$ cat src/rtl/fsm_main_control.sv
`default_nettype none
// ============================================================================
// Module   : fsm_main_control
// Brief    : Turns each rising press of exe into one single-cycle, one-hot
//            USR control pulse selected by slide.
// Revision : 1.0 - initial release
// ============================================================================
module fsm_main_control (
    input  logic       clk,
    input  logic       reset,
    input  logic       exe,
    input  logic [1:0] slide,
    output logic [3:0] Q_out
);

    localparam logic [1:0] c_ST_IDLE = 2'd0;
    localparam logic [1:0] c_ST_EXEC = 2'd1;
    localparam logic [1:0] c_ST_WAIT = 2'd2;

    logic [1:0] r_state;
    logic [1:0] w_state_next;
    logic [1:0] r_op;
    logic       w_capture;

    always_ff @(posedge clk) begin
        if (reset) begin
            r_state <= c_ST_IDLE;
            r_op    <= 2'b00;
        end else begin
            r_state <= w_state_next;
            if (w_capture) begin
                r_op <= slide;
            end
        end
    end

    // The unused code 2'd3 falls into the default arm and returns to IDLE.
    always_comb begin
        w_state_next = c_ST_IDLE;
        w_capture    = 1'b0;
        Q_out        = 4'b0000;
        case (r_state)
            c_ST_IDLE: begin
                if (exe) begin
                    w_state_next = c_ST_EXEC;
                    w_capture    = 1'b1;
                end
            end
            c_ST_EXEC: begin
                w_state_next = exe ? c_ST_WAIT : c_ST_IDLE;
                case (r_op)
                    2'b00:   Q_out = 4'b0001;
                    2'b01:   Q_out = 4'b0010;
                    2'b10:   Q_out = 4'b0100;
                    default: Q_out = 4'b1000;
                endcase
            end
            c_ST_WAIT: begin
                w_state_next = exe ? c_ST_WAIT : c_ST_IDLE;
            end
            default: begin
                w_state_next = c_ST_IDLE;
            end
        endcase
    end

endmodule
`default_nettype wire

$ cat config.mk
export PLATFORM = sky130hd
export DESIGN_NAME = fsm_main_control
export DESIGN_NICKNAME = d
export VERILOG_FILES = /design/src/rtl/fsm_main_control.sv
export SDC_FILE = /design/constraint.sdc
export NUM_CORES = 1
export LEC_CHECK = 0
export ABC_CLOCK_PERIOD_IN_PS = 910
export CORE_AREA = 4 4 41 43
export CTS_BUF_LIST = sky130_fd_sc_hd__clkbuf_8
export DETAILED_ROUTE_END_ITERATION = 10
export DIE_AREA = 0 0 45 47
export DONT_BUFFER_PORTS = 1
export PLACE_DENSITY = 0.33
export SLEW_MARGIN = 10
export SYNTH_ARGS = -nofsm -noshare
export SYNTH_HDL_FRONTEND = slang
export SYNTH_SLANG_ARGS = --single-unit
$ cat constraint.sdc
create_clock -name clk -period 0.91 [get_ports clk]
set_input_delay 0.182 -clock clk [delete_from_list [all_inputs] [get_ports clk]]
set_output_delay 0.182 -clock clk [all_outputs]
set_load 0.02 [all_outputs]
; ---- After elaboration in Yosys (flattened, before gate mapping)
; Cells that the tools add are included.
[classes]
n_reduce_logical = 3
n_eq_ne = 4
mux = 7
[ops]
columns = cell, count
row1 = $pmux W4 S3, 1
row2 = $eq A2 B1 Y1 const B, 2
row3 = $eq A2 B2 Y1 const B, 2
row4 = $logic_not A2 Y1, 2
row5 = $mux W4, 1
row6 = $pmux W2 S2, 1
row7 = $mux W1, 3
row8 = $mux W2, 1
row9 = $reduce_or A2 Y1, 1
[word_totals]
register_bits = 4
elab_cells = 16
out_inout_bits = 4
input_bits = 5

; ---- Longest topological paths before layout
[logic_depth]
depth_word = 3
mapped_depth = 4
depth_no_buf = 4

; ---- Worst setup path before layout
; Ideal clock, no wire load.
[synth_path]
path_type = reg-to-output
from = register r_state[1]
to = output Q_out[0]
slack_ns = -0.320
t_required_ns = 0.728
stages_incl_launch_ff = 4
arrival_time_ns = 1.048
path_buffers = 0
path_cell_list = dfxtp_1 -> inv_1 -> ha_1 -> nor3b_1
[synth_via]
elab_chain_len = 2
[synth_rtl]
columns = element, line_no
row1 = start: declaration, 20  ; logic [1:0] r_state;
row2 = start signal: assignment, 27  ; r_state <= c_ST_IDLE;
row3 = start signal: assignment, 30  ; r_state <= w_state_next;
row4 = $eq A2 B1 Y1, 42  ; case (r_state)
row5 = $mux W4, 42
row6 = end: declaration, 13  ; output logic [3:0] Q_out
; Every way passes these cells.

; ---- Worst setup path in the final report
; Same ends and word-level chain as after synthesis.

==> impl_metrics.csv <==
group,metric,value,unit
clocking,cts_tree,"done",
synth,synth_top_cell_area_share,35.36,%
final_layout,antenna_cells,0,
synth,ys_warn_count,0,
setup_path,crit_required,0.73,ns
final_layout,finalNetCount,42,
clocking,cts_sinks,4,
sta,setup_viol,8,
synth,syn_area_per_cell,9.059,µm²
final_layout,syn_to_final_growth,75.69,%
place,gp_congestion,0.5902,
detailed_routing,routed-via-count,201,
synth,synth_cell_type_count,12,
global_route,grt_pass1_vias,202,
clocking,hold_buffers,0,
final_layout,fin_util,30.58,%
sta,rsz0062_at_grt,"yes",
setup_path,crit_arrival,1.03,ns
synth,async_reset_ff_share,0,%
detailed_routing,post_drt_wl_per_cell,11.38,µm
setup_path,path_max_fanout,3,
synth,yosysSeqAreaShare,35.36,%
floorplanning,ios,9,
synth,synth_edf_count,0,
flow_run,drv_cap,0,
synth,yosys.area.top_type,"dfxtp_1",
clocking,h-tree-depth,1,
pwr,irDropWorstVdd,801.8,µV
sta,fin_crit_sh,133.1,%
detailed_routing,drc,0,
detailed_routing,antenna_left,0,
pwr,leakage,0.1566,nW
sta,hold-worst-slack,0.02261,ns
worst_hold_path,whs_endpoint,"r_state[0]",
detailed_routing,vias_per_cell,4.277,
detailed_routing,drt_iter0_markers,8,
setup_path,r2r_start,"r_state[1]",
clocking,cts_buffers,3,
sta,hold_violations,0,
synth,syn_inst,25,
synth,ys.flop_type,"dfxtp_1",
global_route,antenna_found_initial,0,
sta,period_minus_slack,1.211,ns
floorplanning,dieArea,2115,µm²
synth,syn-num-nets,34,
clocking,cts_buffer_depth,2,
setup_path,reg2reg_to,"r_op[0]",
sta,fmax,825.7,MHz
setup_path,crit_type,"flop to primary output",
final_layout,final_cells,47,
synth,yosys-top-cells-area,"dfxtp_1 35%, ha_1 22%, a21bo_1 8.8%",
place,dp_cells,40,
final_layout,layout-drive-gt1-share,68.75,%
setup_path,crit_path_start_kind,"flop",
sta,setup_slack,-0.3010,ns
detailed_routing,wl,535,µm
floorplanning,fp.coreArea,1301,µm²
setup_path,critPathCaptureType,"primary output",
floorplanning,core.rowCount,13,
run_status,outcome,"complete, but fails checks",
place,io_buffers,0,
synth,synth_area,226.5,µm²
pwr,powerDensity,1671,nW/µm²
sta,slew-limit-headroom,81.11,%
setup_path,reg2reg_slack,-0.30,ns
clocking,clock_latency,0.22,ns
sta,slew_viol_final,0,
global_route,grtUsageMet1,6.576,%
floorplanning,die_height,47,µm
place,place_hpwl,343.9,µm
global_route,grt.overflow.total,0,
run_status,violations,"negative setup slack",
setup_path,ff2ff_path_depth,6,
clocking,cts_root_buf,"clkbuf_8",
detailed_routing,dr.pass1.iters,2,
sta,tightest_slew,0.2830,ns
global_route,grt_max_degree,7,
synth,ys_seq_elements,4,
worst_hold_path,hold_depth,1,
worst_hold_path,hold_path.class,"input pin to flop",
global_route,met2_usage,7.910,%
final_layout,fillers,143,
clocking,clk_pin_slew,0.03,ns
floorplanning,start_util,17.40,%
global_route,grt_pass1_wl,862,µm
synth,synthTopCellsByCount,"4 x dfxtp_1, 4 x ha_1, 3 x nand2_1",
global_route,grt_use_met3,3.831,%
global_route,track_usage,6.235,%
setup_path,setup.worst_path.start,"r_state[1]",
sta,worst_clock_skew,0.002826,ns
floorplanning,fp.dieW,45,µm
global_route,busiest_layer,"met2",
worst_hold_path,min_from,"reset",
==> flip-flops by register name, summed over array words and instances (netlist names) <==
| name | cells |
|---|---|
| r_op | 2 |
| r_state | 2 |
==> area by class of cell <==
cell class / instances / area (µm²) / share of cell area [%]
Sequential cell: 4 / 86.33 / 21.70
Multi-Input combinational cell: 19 / 211.5 / 53.14
Clock buffer: 3 / 41.29 / 10.38
Tap cell: 15 / 18.77 / 4.717
Timing Repair Buffer: 3 / 26.28 / 6.604
Clock inverter: 1 / 3.754 / 0.9434
Inverter: 2 / 10.01 / 2.516
==> logic make-up (layout without fill, tap and decap cells) <==
| family | after synthesis | after routing | synth area share (%) |
|---|---|---|---|
| and+or+nand+nor | 11 | 11 | 25.97 |
| adders and majority gates | 4 | 4 | 22.10 |
| AOI/OAI and AO/OA | 4 | 4 | 13.26 |
| DFF | 4 | 4 | 35.36 |
| buffers and inverters | 2 | 9 | 3.316 |
==> layout by cell type, fill, tap and decap left out, types with 2 or more instances in the layout <==
| master | Yosys | routed |
|---|---|---|
| ha_4 | 0 | 3 |
| dfxtp_2 | 0 | 2 |
| a21oi_1 | 2 | 2 |
| buf_4 | 0 | 2 |
| nand3_1 | 2 | 2 |
| nand2_2 | 0 | 3 |
| a21bo_1 | 2 | 2 |
| clkbuf_8 | 0 | 3 |
==> worst max-delay path by stage <==
stage	endpoint	slack, ns	depth (start not counted)
after global routing	Q_out[0]	-0.34	3
final	Q_out[0]	-0.30	3
after detailed placement	Q_out[2]	-0.1	4
after global placement	Q_out[2]	-0.08	4
after CTS	Q_out[0]	-0.31	3
after floorplan	Q_out[0]	-0.04	3
==> stage by stage <==
step	setup TNS, ns	area (µm²)	total power [mW]	worst slack (ns)
6_report	-1.912	397.9	0.6648	-0.3010
4_1_cts	-1.463	376.6	0.6639	-0.3093
2_1_floorplan	-0.1589	269.0	0.2485	-0.03534
5_1_grt	-2.194	397.9	0.6963	-0.3426
3_3_place_gp	-0.3637	287.8	0.2577	-0.07787
3_5_place_dp	-0.4754	287.8	0.2581	-0.09973
==> timing repair <==
item                       CTS  global route
resized for setup            8             2
buffers inserted             1             2
setup endpoints to repair    7             8
pin swaps                    6             5
==> worst max-delay path, cell delays in order (launching register included) <==
cell,delay [ns]
dfxtp_2,0.32
inv_4,0.08
ha_4,0.12
nor3b_4,0.28
==> power by group <==
group,switching [mW],internal [mW]
Combinational,0.0355,0.0453
Clock,0.0902,0.287
Sequential,0.0195,0.187
Total,0.145,0.520
==> metal layers <==
layer,vias up,share of wire (%)
li1,99,-
met1,93,45
met2,9,44
met3,0,11
met4,0,0
met5,-,0
(Power assumes the default switching activity.)
